===== config.mk =====
export PLATFORM = sky130hd
export DESIGN_NAME = cpu_ctrl
export DESIGN_NICKNAME = d
export VERILOG_FILES = /design/src/rtl/cpu_ctrl.sv
export SDC_FILE = /design/constraint.sdc
export NUM_CORES = 1
export LEC_CHECK = 0
export ABC_AREA = 1
export ABC_CLOCK_PERIOD_IN_PS = 1400
export CORE_ASPECT_RATIO = 1.5
export CORE_MARGIN = 8
export CORE_UTILIZATION = 39
export CTS_CLUSTER_SIZE = 14
export DETAILED_ROUTE_END_ITERATION = 8
export GPL_TIMING_DRIVEN = 0
export PLACE_DENSITY_LB_ADDON = 0.3
export REMOVE_ABC_BUFFERS = 1
export SLEW_MARGIN = 20
export SYNTH_ARGS = -nofsm -noshare
export SYNTH_HDL_FRONTEND = slang
export SYNTH_SLANG_ARGS = --single-unit

===== constraint.sdc =====
create_clock -name t3 -period 1.4 [get_ports t3]
set_input_delay 0.21 -clock t3 [delete_from_list [all_inputs] [get_ports t3]]
set_output_delay 0.21 -clock t3 [all_outputs]
set_load 0.01 [all_outputs]

===== src/rtl/cpu_ctrl.sv =====
// cpu_ctrl
// Hardwired microcontroller for a TEC-8 style teaching CPU. It decodes the
// console mode switches, the opcode IR[7:4], the C/Z flags and the beat
// pulses W1..W3 into the datapath control strobes. The only state is the
// phase flag st0 and the latched console mode.
//
// Ports
//   t3            in   single clock, all state updates on the rising edge
//   clr           in   synchronous active-low reset
//   swc,swb,swa   in   console mode {swc,swb,swa}
//   ir[3:0]       in   opcode IR[7:4]
//   w1,w2,w3      in   beat pulses (at most one high)
//   c,z           in   carry / zero flags
//   drw..mbus     out  single-bit datapath strobes
//   s[3:0]        out  74181 function select S3..S0
//   short         out  end the machine cycle after W1
//   long          out  insert a W3 beat
//   sel3..sel0    out  register select (sel3:sel2 = dest/A, sel1:sel0 = B)
module cpu_ctrl (
  input  logic       t3,
  input  logic       clr,
  input  logic       swc,
  input  logic       swb,
  input  logic       swa,
  input  logic [3:0] ir,
  input  logic       w1,
  input  logic       w2,
  input  logic       w3,
  input  logic       c,
  input  logic       z,
  output logic       drw,
  output logic       pcinc,
  output logic       lpc,
  output logic       lar,
  output logic       pcadd,
  output logic       arinc,
  output logic       selctl,
  output logic       memw,
  output logic       stop,
  output logic       lir,
  output logic       ldz,
  output logic       ldc,
  output logic       cin,
  output logic       m,
  output logic       abus,
  output logic       sbus,
  output logic       mbus,
  output logic [3:0] s,
  output logic       short,
  output logic       long,
  output logic       sel3,
  output logic       sel2,
  output logic       sel1,
  output logic       sel0
);

  localparam logic [2:0] MODE_RUN  = 3'b000;
  localparam logic [2:0] MODE_WMEM = 3'b001;
  localparam logic [2:0] MODE_RMEM = 3'b010;
  localparam logic [2:0] MODE_RREG = 3'b011;
  localparam logic [2:0] MODE_WREG = 3'b100;

  localparam logic [3:0] OP_ADD = 4'b0001;
  localparam logic [3:0] OP_SUB = 4'b0010;
  localparam logic [3:0] OP_AND = 4'b0011;
  localparam logic [3:0] OP_INC = 4'b0100;
  localparam logic [3:0] OP_LD  = 4'b0101;
  localparam logic [3:0] OP_ST  = 4'b0110;
  localparam logic [3:0] OP_JC  = 4'b0111;
  localparam logic [3:0] OP_JZ  = 4'b1000;
  localparam logic [3:0] OP_JMP = 4'b1001;
  localparam logic [3:0] OP_OUT = 4'b1010;
  localparam logic [3:0] OP_STP = 4'b1110;

  logic [2:0] mode;
  logic [2:0] mode_q, mode_d;
  logic       st0_q, st0_d;
  logic       set_st0;
  logic [3:0] sel;

  assign mode = {swc, swb, swa};
  assign sel3 = sel[3];
  assign sel2 = sel[2];
  assign sel1 = sel[1];
  assign sel0 = sel[0];

  always_comb begin
    drw = 1'b0; pcinc = 1'b0; lpc = 1'b0; lar = 1'b0; pcadd = 1'b0;
    arinc = 1'b0; selctl = 1'b0; memw = 1'b0; stop = 1'b0; lir = 1'b0;
    ldz = 1'b0; ldc = 1'b0; cin = 1'b0; m = 1'b0; abus = 1'b0;
    sbus = 1'b0; mbus = 1'b0; s = 4'b0000; short = 1'b0; long = 1'b0;
    sel = 4'b0000;
    set_st0 = 1'b0;
    mode_d  = mode_q;
    st0_d   = st0_q;

    if (clr) begin
      case (mode)
        MODE_WMEM, MODE_RMEM: begin
          if (w1) begin
            stop = 1'b1; short = 1'b1; selctl = 1'b1;
            if (!st0_q) begin
              // First beat loads AR from the switches.
              sbus = 1'b1; lar = 1'b1; set_st0 = 1'b1;
            end else if (mode == MODE_WMEM) begin
              sbus = 1'b1; memw = 1'b1; arinc = 1'b1;
            end else begin
              mbus = 1'b1; arinc = 1'b1;
            end
          end
        end
        MODE_RREG: begin
          if (w1 || w2) begin
            selctl = 1'b1; stop = 1'b1;
            sel = w1 ? 4'b0001 : 4'b1011;
          end
        end
        MODE_WREG: begin
          if (w1 || w2) begin
            sbus = 1'b1; drw = 1'b1; stop = 1'b1; selctl = 1'b1;
            if (!st0_q) begin
              sel     = w1 ? 4'b0011 : 4'b0100;
              set_st0 = w2;
            end else begin
              sel = w1 ? 4'b1001 : 4'b1110;
            end
          end
        end
        MODE_RUN: begin
          if (!st0_q) begin
            if (w1) begin
              // Load the start PC from the switches.
              sbus = 1'b1; lpc = 1'b1; stop = 1'b1; short = 1'b1;
              set_st0 = 1'b1;
            end
          end else if (w1) begin
            lir = 1'b1; pcinc = 1'b1;
          end else if (w2) begin
            case (ir)
              OP_ADD: begin s = 4'b1001; cin = 1'b1; abus = 1'b1; drw = 1'b1; ldz = 1'b1; ldc = 1'b1; end
              OP_SUB: begin s = 4'b0110; abus = 1'b1; drw = 1'b1; ldz = 1'b1; ldc = 1'b1; end
              OP_AND: begin m = 1'b1; s = 4'b1011; abus = 1'b1; drw = 1'b1; ldz = 1'b1; end
              OP_INC: begin s = 4'b0000; abus = 1'b1; drw = 1'b1; ldz = 1'b1; ldc = 1'b1; end
              OP_LD:  begin m = 1'b1; s = 4'b1010; abus = 1'b1; lar = 1'b1; long = 1'b1; end
              OP_ST:  begin m = 1'b1; s = 4'b1111; abus = 1'b1; lar = 1'b1; long = 1'b1; end
              OP_JC:  pcadd = c;
              OP_JZ:  pcadd = z;
              OP_JMP: begin m = 1'b1; s = 4'b1111; abus = 1'b1; lpc = 1'b1; end
              OP_OUT: begin m = 1'b1; s = 4'b1010; abus = 1'b1; end
              OP_STP: stop = 1'b1;
              default: ;
            endcase
          end else if (w3) begin
            // Only LD/ST request long, so only they own a W3 beat.
            case (ir)
              OP_LD:  begin mbus = 1'b1; drw = 1'b1; end
              OP_ST:  begin m = 1'b1; s = 4'b1010; abus = 1'b1; memw = 1'b1; end
              default: ;
            endcase
          end
        end
        default: ;
      endcase
    end

    // A mode change restarts the sequence; otherwise st0 only ever sets.
    if (mode != mode_q) begin
      mode_d = mode;
      st0_d  = 1'b0;
    end else if (set_st0) begin
      st0_d = 1'b1;
    end
  end

  always_ff @(posedge t3) begin
    if (!clr) begin
      st0_q  <= 1'b0;
      mode_q <= mode;
    end else begin
      st0_q  <= st0_d;
      mode_q <= mode_d;
    end
  end

endmodule


======== Word level (Yosys, flattened, before mapping) ========
Index checks and enable logic that the tools add are counted.
word-level totals
  flip-flop bits (word level) ............. 4
  bits of input ports ..................... 14
  output and inout port bits .............. 27
  word-level logic and storage cells ...... 155
cells by class
  muxes and demuxes ....................... 123
  reductions and logical operators ........ 12
  eq/ne operators ......................... 17
  bitwise gates (word level) .............. 1
operator list
  kind                  number
  $mux W1               95
  $mux W4               12
  $pmux W4 S5           1
  $eq A4 B3 Y1 const B  4
  $eq A4 B4 Y1 const B  4
  $pmux W1 S2           7
  $mux W3               4
  $reduce_or A2 Y1      6
  $pmux W1 S3           3
  $eq A4 B2 Y1 const B  2
  $pmux W4 S2           1
  $reduce_or A8 Y1      1
  $eq A3 B2 Y1 const B  2
  $reduce_or A5 Y1      1
  $eq A4 B1 Y1 const B  1
  $reduce_or A4 Y1      1
  $eq A3 B1 Y1 const B  1
  $eq A3 B3 Y1 const B  1
  $logic_not A3 Y1      1
  $ne A3 B3 Y1          1
  $reduce_or A3 Y1      1
  $ne A2 B1 Y1 const B  1
  $logic_or A1 B1 Y1    1
  $not A1 Y1            1

======== Logic depth before layout (Yosys ltp) ========
  depth in word-level cells ............... 8
  mapped depth ............................ 7
  gate-level depth less buffers ........... 7

======== Worst setup path before layout ========
No wires, ideal clock.
  path type ............................... reg-to-output
  start point ............................. register st0_q
  end point ............................... output port sel1
  slack ................................... 81 ps
  arrival ................................. 1109 ps
  stages on the path, launching flop included .. 7
  path buffers ............................ 1
  data required time ...................... 1190 ps
  path through ............................ dfxtp_1 -> clkbuf_2 -> inv_2 -> ha_1 -> nor2_1 -> nor2_1 -> nor2_1
on the way
  cells in the longest elaborated chain, start to end .. 4
RTL lines
  item                    line  RTL
  from (decl)             77    logic st0_q, st0_d;
  from (signal assigned)  180   st0_q <= st0_d;
  $mux W4                 121   if (!st0_q) begin
  $mux W4                 119   if (w1 || w2) begin
  $pmux W4 S2             98    case (mode)
  $mux W4                 97    if (clr) begin
  to (decl)               53    output logic sel1,
Every way passes these cells.

======== Worst setup path after layout ========
  start point ............................. register st0_q
  end point ............................... output port drw
on the way
  cells in the longest elaborated chain, start to end .. 3
RTL lines
  item         line  RTL
  $mux W1      130   if (!st0_q) begin
  $pmux W1 S2  98
  $mux W1      97
  to (decl)    31    output logic drw,
Every way passes these cells.

==> flow_summary.toml <==
[critical_path]
cp_slowest_stage_delay_ps = 390
path_class = "flop to output port"
r2r_start = "st0_q"
worstSetupEndpointType = "output port"
crit_cells = 6
worstPathRequired_ps = 1190
r2r_setup_slack_ps = 230
path_cells = "inv_6 -> nor3_4 -> buf_4 -> nand2_2 -> a21oi_2 -> buf_2"
r2r_cells = 7
r2r-end = "st0_q"
cp_max_fo = 5
critPathLaunchType = "flop"
crit_family = "flip-flops"
cp.arrival_ps = 1330
crit_path_start = "st0_q"
crit_slowest_cell = "dfxtp_4"
critPathBufInv = 3

[routing]
vias_per_cell = 5.69
first_iter_violations = 65
top_layer = "met4"
drc_errors = 0
wl_met1_um = 1350
drt.antenna.violating_nets = 0
routedWlPerCell_um = 16.3
finalWirelength_um = 3740
wl_met3_um = 304
vias = 1302
drt_pass1_iterations = 5
route.met2.wl_um = 1990

[clock_tree]
clkTransAtPathRegs_ps = 40
clkSinkCount = 4
hold_buffers = 0
cts_tree = "yes"
insertion_delay_ps = 240
root_buffer = "clkbuf_4"
htreeDepth = 1
numCtsBuffers = 3
clockBufferDepth = 2

[timing]
fin_crit_ps = 1540
hold_viol_final = 0
finalCritPeriodShare_pct = 110
fin_ws_ps = -138
rsz0062_at_grt = "yes"
finClkSkew_ps = 8.64
tightest_slew_ps = 293
finalMaxSlewViolations = 0
maxSlewHeadroom_pct = 80.3
finalSetupViolCount = 23
max_freq_mhz = 650

[placed_design]
port_buffers = 40
dp_slack_ps = -965
placed_area_um2 = 1190
place_hpwl_um = 2220
gp_congestion = 0.860

[global_routing]
grt_pass1_wl_um = 5490
antenna_found_initial = 0
grt_usage_pct = 18.1
grt_pass1_vias = 1292
grt_start_max_net_pins = 9
grt_overflow_total = 0

[power]
p_leak_nw = 0.731
peakVddDrop_uv = 388
power.density_nw_per_um2 = 408

[worst_hold_path]
worstHoldEndpoint = "mode_q[1]"
hold_depth = 1
hp-start = "swb"
hold_class = "primary input to flop"

[logic_synthesis]
async_reset_ff_share_pct = 0
synth.area.top_cells = "nand2_1 16%, nor2_1 12%, edfxtp_1 11%, nand3_1 10%, inv_1 10%"
synth_commonest_cells = "33 x nand2_1, 26 x nor2_1, 21 x inv_1"
synth-edff-count = 3
synth_top_cell_by_area = "nand2_1"
synth_top_flop_cell = "edfxtp_1"
yosysMostFrequentCell = "nand2_1"
synth_cell_types = 25
ys_seq_area_share_pct = 14.0
synth_area_um2 = 785
synth_top_area_share_pct = 15.8
yosysWarnings = 0
syn-instance-count = 144
synth-seq-cells = 4
avgSynthCellArea_um2 = 5.45

[layout]
final_nets = 224
stdcell_area_um2 = 1430
diodes = 0
final_util_pct = 72.5
drive_gt1_share_pct = 54.6
area_growth_pct = 82.8
fillers = 169

[outcome]
status = "finished with violations"
violations = "setup timing"

[job]
drv_cap = 0

[die]
die_area_um2 = 3730
pin_count = 41
die_h_um = 70.9
coreArea_um2 = 1980
start_util_pct = 39.7
row_count = 20
fp.dieW_um = 52.6
==> cells in the final DEF (no fill, tap or decap), drive strengths merged <==
| cell | n |
|---|---|
| buf | 55 |
| nand2 | 35 |
| nor2 | 28 |
| inv | 21 |
| nand3 | 17 |
| a21oi | 16 |
| clkbuf | 6 |
| nand4 | 4 |
| nor3 | 4 |
| a31oi | 3 |
| edfxtp | 3 |
| o21ai | 2 |
| ha | 2 |
| clkdlybuf4s50 | 2 |
| o22ai | 2 |
| clkdlybuf4s15 | 2 |
| clkinvlp | 1 |
| xnor2 | 1 |
| nand3b | 1 |
| dlygate4sd2 | 1 |
| dfxtp | 1 |
==> cell families after synthesis <==
logic type	synth area share, %
AO/OA/AOI/OAI	15.9
XOR/XNOR	1.12
adder cells (fa/ha/maj)	3.19
buffers and inverters	12.8
flip-flops	14.0
AND/OR/NAND/NOR	53.0
==> worst max-delay path by stage <==
stage | endpoint | slack, ps
5_1_grt | drw | -190
4_1_cts | drw | -140
6_report | drw | -140
3_5_place_dp | ldz | -970
2_1_floorplan | lir | 30
3_3_place_gp | ldc | -940
==> power by group <==
part / switching [W] / internal [W] / total, W
clock network: 0.0000534 / 0.000107 / 0.000161
logic: 0.000169 / 0.000117 / 0.000285
registers: 0.00000407 / 0.000135 / 0.000139
==> final cells by class <==
cell class	instances	area (µm²)	share of cell area [%]
multi-input cells	115	737	51.4
clock buffers	4	26.3	1.83
flip-flops and latches	4	114	7.94
repair buffers	62	435	30.4
inverters	22	93.8	6.54
well taps	22	27.5	1.92
==> what timing repair did <==
action | CTS | global route
setup buffers | 15 | 7
gates resized for setup | 189 | 31
setup endpoints to repair | 31 | 26
pin swaps | 19 | 12
==> state kept, by name, indices dropped and copies added, names as in the netlist <==
register	cells
mode_q	3
st0_q	1
==> per-stage QoR <==
| stage | hold slack (ps) | total power [W] | cells | setup TNS [ps] |
|---|---|---|---|---|
| 2_1_floorplan | 309 | 0.000245 | 141 | 0 |
| 3_3_place_gp | 655 | 0.000343 | 203 | -24340 |
| 3_5_place_dp | 673 | 0.000347 | 203 | -25010 |
| 4_1_cts | 224 | 0.000544 | 222 | -1440 |
| 5_1_grt | 146 | 0.000618 | 229 | -2990 |
| 6_report | 154 | 0.000585 | 229 | -1630 |
==> metal layers <==
layer,GRT usage [%],up-vias
met5,0,-
met4,10.1,0
met3,5.45,12
met2,30.9,79
met1,18.3,609
li1,-,602
Note: power is estimated with default switching activity, not from simulation.
